<file path="src/rtl/pwm_rate_sequencer.sv">
// pwm_rate_sequencer
//
// Drives the Rate input and the reset of an external PWM clock divider. It
// steps the divider through a 4-entry channel table (blue, yellow, green, red).
// Each entry holds a rate and a dwell. The dwell is counted in divider output
// toggles. A new rate is applied only on the cycle right after a divider
// toggle, so each output half-period is generated with a single rate value.
//
// Handshake / control semantics: cfg_we is a level strobe that writes entry
// cfg_addr on the next edge in any state. start and stop are single-cycle
// pulses sampled on each edge. stop wins over start and over an advance in
// the same cycle. done and err are one-cycle pulses.
//
// Ports:
//   clk        system clock, shared with the divider
//   reset      synchronous active-high reset
//   cfg_we     table write strobe
//   cfg_addr   table index to write
//   cfg_rate   rate value to write (values below 2 are stored as 2)
//   cfg_dwell  dwell value to write (0 disables the channel)
//   loop       1 = repeat the sequence, 0 = single pass (latched at start)
//   start      start pulse (honoured only in IDLE)
//   stop       stop pulse (honoured in ARM and RUN)
//   pwm_in     divider output fed back for toggle detection
//   rate_out   rate presented to the divider
//   div_reset  divider reset, held high while idle
//   chan       current channel index
//   busy       high in ARM, RUN and STOP
//   done       one-cycle pulse when the sequence ends
//   err        one-cycle pulse when a start is rejected (no enabled channel)
//   dbg_state  current FSM state, for observation only

module pwm_rate_sequencer #(
    parameter int                  RATE_W  = 24,
    parameter int                  DWELL_W = 16,
    parameter logic [RATE_W-1:0]   RATE0   = RATE_W'(1388),
    parameter logic [RATE_W-1:0]   RATE1   = RATE_W'(1249),
    parameter logic [RATE_W-1:0]   RATE2   = RATE_W'(1332),
    parameter logic [RATE_W-1:0]   RATE3   = RATE_W'(1388),
    parameter logic [DWELL_W-1:0]  DWELL0  = DWELL_W'(4),
    parameter logic [DWELL_W-1:0]  DWELL1  = DWELL_W'(4),
    parameter logic [DWELL_W-1:0]  DWELL2  = DWELL_W'(4),
    parameter logic [DWELL_W-1:0]  DWELL3  = DWELL_W'(4)
) (
    input  logic               clk,
    input  logic               reset,
    input  logic               cfg_we,
    input  logic [1:0]         cfg_addr,
    input  logic [RATE_W-1:0]  cfg_rate,
    input  logic [DWELL_W-1:0] cfg_dwell,
    input  logic               loop,
    input  logic               start,
    input  logic               stop,
    input  logic               pwm_in,
    output logic [RATE_W-1:0]  rate_out,
    output logic               div_reset,
    output logic [1:0]         chan,
    output logic               busy,
    output logic               done,
    output logic               err,
    output logic [1:0]         dbg_state
);

    localparam int CW = DWELL_W + 1;

    typedef enum logic [1:0] {
        S_IDLE = 2'd0,
        S_ARM  = 2'd1,
        S_RUN  = 2'd2,
        S_STOP = 2'd3
    } state_t;

    // ------------------------------------------------------------------
    // Registers
    // ------------------------------------------------------------------
    state_t              r_state;
    logic [RATE_W-1:0]   r_rate  [4];
    logic [DWELL_W-1:0]  r_dwell [4];
    logic [RATE_W-1:0]   r_rate_out;
    logic                r_div_reset;
    logic [1:0]          r_chan;
    logic                r_done;
    logic                r_err;
    logic [DWELL_W-1:0]  r_cnt;
    logic                r_loop;
    logic                r_stop_now;   // STOP entered from ARM: leave without waiting for a toggle
    logic                r_pwm_q;

    // ------------------------------------------------------------------
    // Combinational signals
    // ------------------------------------------------------------------
    state_t              w_state_nx;
    logic [RATE_W-1:0]   w_rate_out_nx;
    logic                w_div_reset_nx;
    logic [1:0]          w_chan_nx;
    logic                w_done_nx;
    logic                w_err_nx;
    logic [DWELL_W-1:0]  w_cnt_nx;
    logic                w_loop_nx;
    logic                w_stop_now_nx;

    logic                w_tog;
    logic [3:0]          w_en;
    logic                w_any_en;
    logic [1:0]          w_first;
    logic                w_up_found;
    logic [1:0]          w_up;
    logic [CW-1:0]       w_cnt_p1;
    logic                w_dwell_end;
    logic                w_load;
    logic [1:0]          w_load_idx;
    logic [RATE_W-1:0]   w_cfg_rate_clamped;

    assign w_tog = pwm_in ^ r_pwm_q;

    // Rates below 2 would let the divider toggle on the very count at which
    // a reload lands, so they are lifted to 2 on write.
    assign w_cfg_rate_clamped = (cfg_rate < RATE_W'(2)) ? RATE_W'(2) : cfg_rate;

    // ------------------------------------------------------------------
    // Channel table
    // ------------------------------------------------------------------
    always_ff @(posedge clk) begin
        if (reset) begin
            r_rate[0]  <= RATE0;
            r_rate[1]  <= RATE1;
            r_rate[2]  <= RATE2;
            r_rate[3]  <= RATE3;
            r_dwell[0] <= DWELL0;
            r_dwell[1] <= DWELL1;
            r_dwell[2] <= DWELL2;
            r_dwell[3] <= DWELL3;
        end else if (cfg_we) begin
            r_rate[cfg_addr]  <= w_cfg_rate_clamped;
            r_dwell[cfg_addr] <= cfg_dwell;
        end
    end

    // ------------------------------------------------------------------
    // Enabled-channel search
    //   w_first : lowest enabled index overall
    //   w_up    : lowest enabled index strictly above the current channel
    // Both loops scan downwards so the last hit is the lowest index.
    // ------------------------------------------------------------------
    always_comb begin
        w_en       = 4'b0000;
        w_any_en   = 1'b0;
        w_first    = 2'd0;
        w_up_found = 1'b0;
        w_up       = 2'd0;
        for (int i = 0; i < 4; i++) begin
            w_en[i] = (r_dwell[i] != '0);
        end
        for (int i = 3; i >= 0; i--) begin
            if (w_en[i]) begin
                w_any_en = 1'b1;
                w_first  = 2'(i);
            end
        end
        for (int i = 3; i >= 0; i--) begin
            if (w_en[i] && (i > int'(r_chan))) begin
                w_up_found = 1'b1;
                w_up       = 2'(i);
            end
        end
    end

    // Dwell is read live. Using >= rather than == means a dwell rewritten
    // to 0 (or below the current count) ends the dwell on the next toggle.
    assign w_cnt_p1    = {1'b0, r_cnt} + CW'(1);
    assign w_dwell_end = (w_cnt_p1 >= {1'b0, r_dwell[r_chan]});

    // ------------------------------------------------------------------
    // FSM: next state and registered outputs
    // ------------------------------------------------------------------
    always_comb begin
        w_state_nx     = r_state;
        w_rate_out_nx  = r_rate_out;
        w_div_reset_nx = r_div_reset;
        w_chan_nx      = r_chan;
        w_cnt_nx       = r_cnt;
        w_loop_nx      = r_loop;
        w_stop_now_nx  = r_stop_now;
        w_done_nx      = 1'b0;
        w_err_nx       = 1'b0;
        w_load         = 1'b0;
        w_load_idx     = 2'd0;

        case (r_state)
            S_IDLE: begin
                w_div_reset_nx = 1'b1;
                if (start && !stop) begin
                    if (!w_any_en) begin
                        w_err_nx = 1'b1;
                    end else begin
                        w_load     = 1'b1;
                        w_load_idx = w_first;
                        w_cnt_nx   = '0;
                        w_loop_nx  = loop;
                        w_state_nx = S_ARM;
                    end
                end
            end

            S_ARM: begin
                if (stop) begin
                    // Divider never started; keep it in reset.
                    w_state_nx    = S_STOP;
                    w_stop_now_nx = 1'b1;
                end else begin
                    // Rate is already stable; release the divider.
                    w_div_reset_nx = 1'b0;
                    w_state_nx     = S_RUN;
                end
            end

            S_RUN: begin
                if (stop) begin
                    w_state_nx    = S_STOP;
                    w_stop_now_nx = 1'b0;
                end else if (w_tog) begin
                    if (w_dwell_end) begin
                        w_cnt_nx = '0;
                        if (w_up_found) begin
                            w_load     = 1'b1;
                            w_load_idx = w_up;
                        end else if (r_loop && w_any_en) begin
                            // Wrap; a lone enabled channel reloads itself.
                            w_load     = 1'b1;
                            w_load_idx = w_first;
                        end else begin
                            w_done_nx      = 1'b1;
                            w_div_reset_nx = 1'b1;
                            w_state_nx     = S_IDLE;
                        end
                    end else begin
                        w_cnt_nx = r_cnt + DWELL_W'(1);
                    end
                end
            end

            S_STOP: begin
                // Finish the half-period in flight before returning to idle.
                if (r_stop_now || w_tog) begin
                    w_done_nx      = 1'b1;
                    w_div_reset_nx = 1'b1;
                    w_stop_now_nx  = 1'b0;
                    w_state_nx     = S_IDLE;
                end
            end

            default: begin
                w_state_nx = S_IDLE;
            end
        endcase

        // The load lands one cycle after the toggle, when the divider count
        // is 1; any rate >= 2 cannot match there.
        if (w_load) begin
            w_chan_nx     = w_load_idx;
            w_rate_out_nx = r_rate[w_load_idx];
        end
    end

    always_ff @(posedge clk) begin
        if (reset) begin
            r_state     <= S_IDLE;
            r_rate_out  <= '0;
            r_div_reset <= 1'b1;
            r_chan      <= 2'd0;
            r_done      <= 1'b0;
            r_err       <= 1'b0;
            r_cnt       <= '0;
            r_loop      <= 1'b0;
            r_stop_now  <= 1'b0;
            r_pwm_q     <= 1'b0;
        end else begin
            r_state     <= w_state_nx;
            r_rate_out  <= w_rate_out_nx;
            r_div_reset <= w_div_reset_nx;
            r_chan      <= w_chan_nx;
            r_done      <= w_done_nx;
            r_err       <= w_err_nx;
            r_cnt       <= w_cnt_nx;
            r_loop      <= w_loop_nx;
            r_stop_now  <= w_stop_now_nx;
            r_pwm_q     <= pwm_in;
        end
    end

    // ------------------------------------------------------------------
    // Outputs
    // ------------------------------------------------------------------
    assign rate_out  = r_rate_out;
    assign div_reset = r_div_reset;
    assign chan      = r_chan;
    assign busy      = (r_state != S_IDLE);
    assign done      = r_done;
    assign err       = r_err;
    assign dbg_state = r_state;

endmodule

</file>
<file path="config.mk">
export PLATFORM = sky130hd
export DESIGN_NAME = pwm_rate_sequencer
export DESIGN_NICKNAME = d
export VERILOG_FILES = /design/src/rtl/pwm_rate_sequencer.sv
export SDC_FILE = /design/constraint.sdc
export NUM_CORES = 1
export LEC_CHECK = 0
export CORE_MARGIN = 2
export CORE_UTILIZATION = 53
export DETAILED_ROUTE_END_ITERATION = 16
export PLACE_DENSITY = 0.86
export SYNTH_ARGS = -nofsm -noshare
export SYNTH_HDL_FRONTEND = slang
export SYNTH_SLANG_ARGS = --single-unit
export TNS_END_PERCENT = 30
</file>
<file path="constraint.sdc">
create_clock -name clk -period 4.5 [get_ports clk]
set_input_delay 0.675 -clock clk [delete_from_list [all_inputs] [get_ports clk]]
set_output_delay 0.675 -clock clk [all_outputs]
set_load 0.01 [all_outputs]
</file>
==> results by group <==
Run status
  • Outcome: finished, final reports clean

Clock tree
  • CTS Hold Bufs: 0
  • CTS Buffer Depth: 3
  • Clock-pin slew of the registers on the worst-case setup and hold paths: 0.06 ns
  • TritonCTS clock tree: yes
  • CTS Buf Count: 23
  • Setup bufs post-CTS: 0
  • Clock root buffer: clkbuf_16
  • Worst-Skew Late Latency: 0.51 ns
  • Clock Sinks: 212
  • CTS H-tree depth: 1

Logic synthesis
  • Yosys warning count: 0
  • Primary FF master, synth: edfxtp_1
  • Seq/Total Area, Yosys: 56.5%
  • FF+latch count, synth: 212
  • Distinct cell type count after synthesis: 60
  • Synth area leader: edfxtp_1
  • Post-Syn Area per Cell: 12.3 sq um
  • Number of enable flip-flop cells after synthesis: 160
  • Synth area leaders: edfxtp_1, dfxtp_1, and2_1, mux4_2, a211oi_2
  • Asr flop ratio synth: 0%
  • Most numerous cell in the Yosys netlist: edfxtp_1
  • Top cells by count, synth: edfxtp_1, and2_1, dfxtp_1, a21oi_1, nand2_1
  • Top-area cell type share of the netlist area: 46.4%
  • Post-Syn Area: 10,400 sq um
  • Net Count, Synth: 910
  • Syn Inst Count: 844

Pwr
  • Comb power frac: 8.2%
  • VDD IR max: 0.000365 V
  • Power Total: 4.65 mW
  • Internal power: 3.61 mW
  • Sw Share: 22.3%
  • Clock power frac: 42.1%
  • LEAKAGE: 4.39 nW
  • Power Density: 380 nW/um^2
  • Flop pwr share: 49.8%
  • Switching power total: 1.04 mW

Global route
  • All-Layer GR Usage: 24.2%
  • Initial antenna violation count: 0
  • First-pass GRT wire length: 38,600 um
  • Number of global-route vias before repair: 7,232
  • GRT overflow: 0
  • Largest net degree at the start of global routing: 55

Die
  • Die width: 144 um
  • DIE AREA: 20,700 sq um
  • Die Span Y: 144 um
  • Num ports: 81
  • Num rows: 51
  • Initial Util: 53.6%
  • Core box area: 19,300 sq um

STA
  • FMAX: 0.234 GHz
  • Skew final: 0.0199 ns
  • Max Slew Vio Count: 0
  • Final worst path period share: 95.0%
  • Total negative slack: 0 ns
  • Worst Tran Pin Value: 0.960 ns
  • Worst slew margin: 35.9%
  • Min Tclk post-route: 4.27 ns
  • Final hold vios: 0
  • # setup viols final: 0

Drt
  • Post-DR wirelength/cell: 21.0 um
  • Vias/cell: 6.00
  • Via count: 7,204
  • Final ANT Viol Nets: 0
  • Routed wire length: 25,200 um
  • 1st-iter DRT viols: 607
  • DRT Pass-1 Iters: 6
  • Post-route DRC: 0

Cells and area
  • Layout cells sized above 1: 15.6%
  • Synth-to-layout area growth: 18.1%
  • Fillers: 1,467
  • Antenna diode instance count: 0
  • Nets: 985

Worst hold path
  • Hold path cells: 2
  • Min-delay worst type: flop to flop

Worst setup path
  • Critical Path End Type: flop
  • Startpoint types: flop
  • Critical Path AT: 4.70 ns
  • Critical path class: flop to flop
  • Crit-path max FO: 17
  • Worst R2R Path Depth: 18
  • Req. time, crit path: 4.92 ns

Placement
  • Placed wire-length estimate: 15,600 um
  • Port bufs: 80
  • GP Congestion: 0.872

Flow run
  • Total of max-cap violations: 0
==> flip-flops by register name, indices dropped and copies added, names as in the netlist, named ones only <==
| name | flops |
|---|---|
| rate_out | 24 |
| done | 1 |
| r_loop | 1 |
| err | 1 |
| div_reset | 1 |
| r_rate | 96 |
| r_cnt | 16 |
| chan | 2 |
| r_dwell | 64 |
| dbg_state | 2 |
| r_pwm_q | 1 |
| r_stop_now | 1 |
==> final timing paths <==
check	to	startpoint	slack, ns
worst min register to register	div_reset	div_reset	0.46
worst max register to register	rate_out[11]	r_cnt[0]	0.23
worst max-delay path	rate_out[11]	r_cnt[0]	0.23
worst min-delay path	div_reset	div_reset	0.46
==> cell type report <==
class | count | area, sq um | share of cell area (%)
timing repair buffer | 103 | 986 | 8.06
sequential | 212 | 5850 | 47.8
clock inverter | 9 | 124 | 1.01
tap | 265 | 332 | 2.71
inverter | 21 | 78.8 | 0.645
multi-input combinational | 558 | 4200 | 34.4
clock buffer | 32 | 659 | 5.39
==> cell families after synthesis <==
kind of cell,after synthesis,share of synthesized area [%]
flops,212,56.5
xor+xnor,15,1.27
simple gates,343,19.2
compound gates,164,14.0
buf+inv,75,3.33
mux,18,3.70
fa+ha+maj,17,2.05
==> cells in the final DEF, fill, tap and decap left out, types with 9 or more instances in the layout <==
cell type	netlist	final
clkdlybuf4s50_1	0	79
a21oi_1	44	43
dfxtp_1	52	52
a221oi_2	17	17
nand2_1	43	43
o21ai_0	18	18
nand2b_1	28	28
nor4_1	21	21
and2_1	151	151
nor2_1	31	31
buf_4	5	19
o21bai_1	23	23
clkbuf_16	0	23
mux4_2	16	16
ha_1	17	17
a221oi_1	9	9
nand3_1	10	10
a211oi_2	24	24
edfxtp_1	160	160
inv_1	21	21
==> power groups by stage <==
| stage | clock (mW) | sequential (mW) | combinational (mW) |
|---|---|---|---|
| after global routing | 2.04 | 2.32 | 0.408 |
| after global placement | 0 | 2.34 | 0.364 |
| after detailed placement | 0 | 2.35 | 0.375 |
| after CTS | 1.96 | 2.31 | 0.379 |
| final | 1.96 | 2.31 | 0.380 |
| after floorplan | 0 | 2.33 | 0.194 |
==> metrics by stage <==
stage	cell area (sq um)	setup slack, ns	utilization, %	hold WS, ns	cells
finish	12200	0.226	63.2	0.458	1200
global route	12200	-0.0115	63.2	0.509	1200
CTS	12200	0.0575	63.1	0.462	1198
detailed placement	11400	0.113	59.0	0.454	1157
global placement	11400	0.288	59.0	0.446	1157
floorplan	10400	0.268	-	0.437	844
==> per-layer routing <==
metal  share of wire, %  track usage, %  vias up
li1                   -               -     3275
met1                 41            32.0     3557
met2                 49            40.8      315
met3                7.7            4.17       57
met4                2.5            7.64        0
met5                  0               0        -
==> worst max-delay path, cell delays in order, from the launching register on <==
cell and delay (ns):
dfxtp_1 0.41, ha_1 0.25, and3_2 0.28, nand3_4 0.12, nor2_1 0.15, and3_1 0.25, nand3_1 0.15, xnor2_1 0.16
ha_1 0.31, a21o_1 0.20, a21oi_2 0.19, o41ai_4 0.11, a211o_2 0.35, o2111ai_2 0.18, buf_6 0.22, a21boi_2 0.22
buf_6 0.23, a21oi_1 0.11, a211oi_2 0.28
==> what timing repair did <==
| action | in CTS | in global routing |
|---|---|---|
| hold endpoints to repair | 0 | 0 |
| gates resized for setup | 0 | 4 |
| endpoints found under the setup margin | 0 | 26 |
Note: power is estimated with default switching activity, not from simulation.
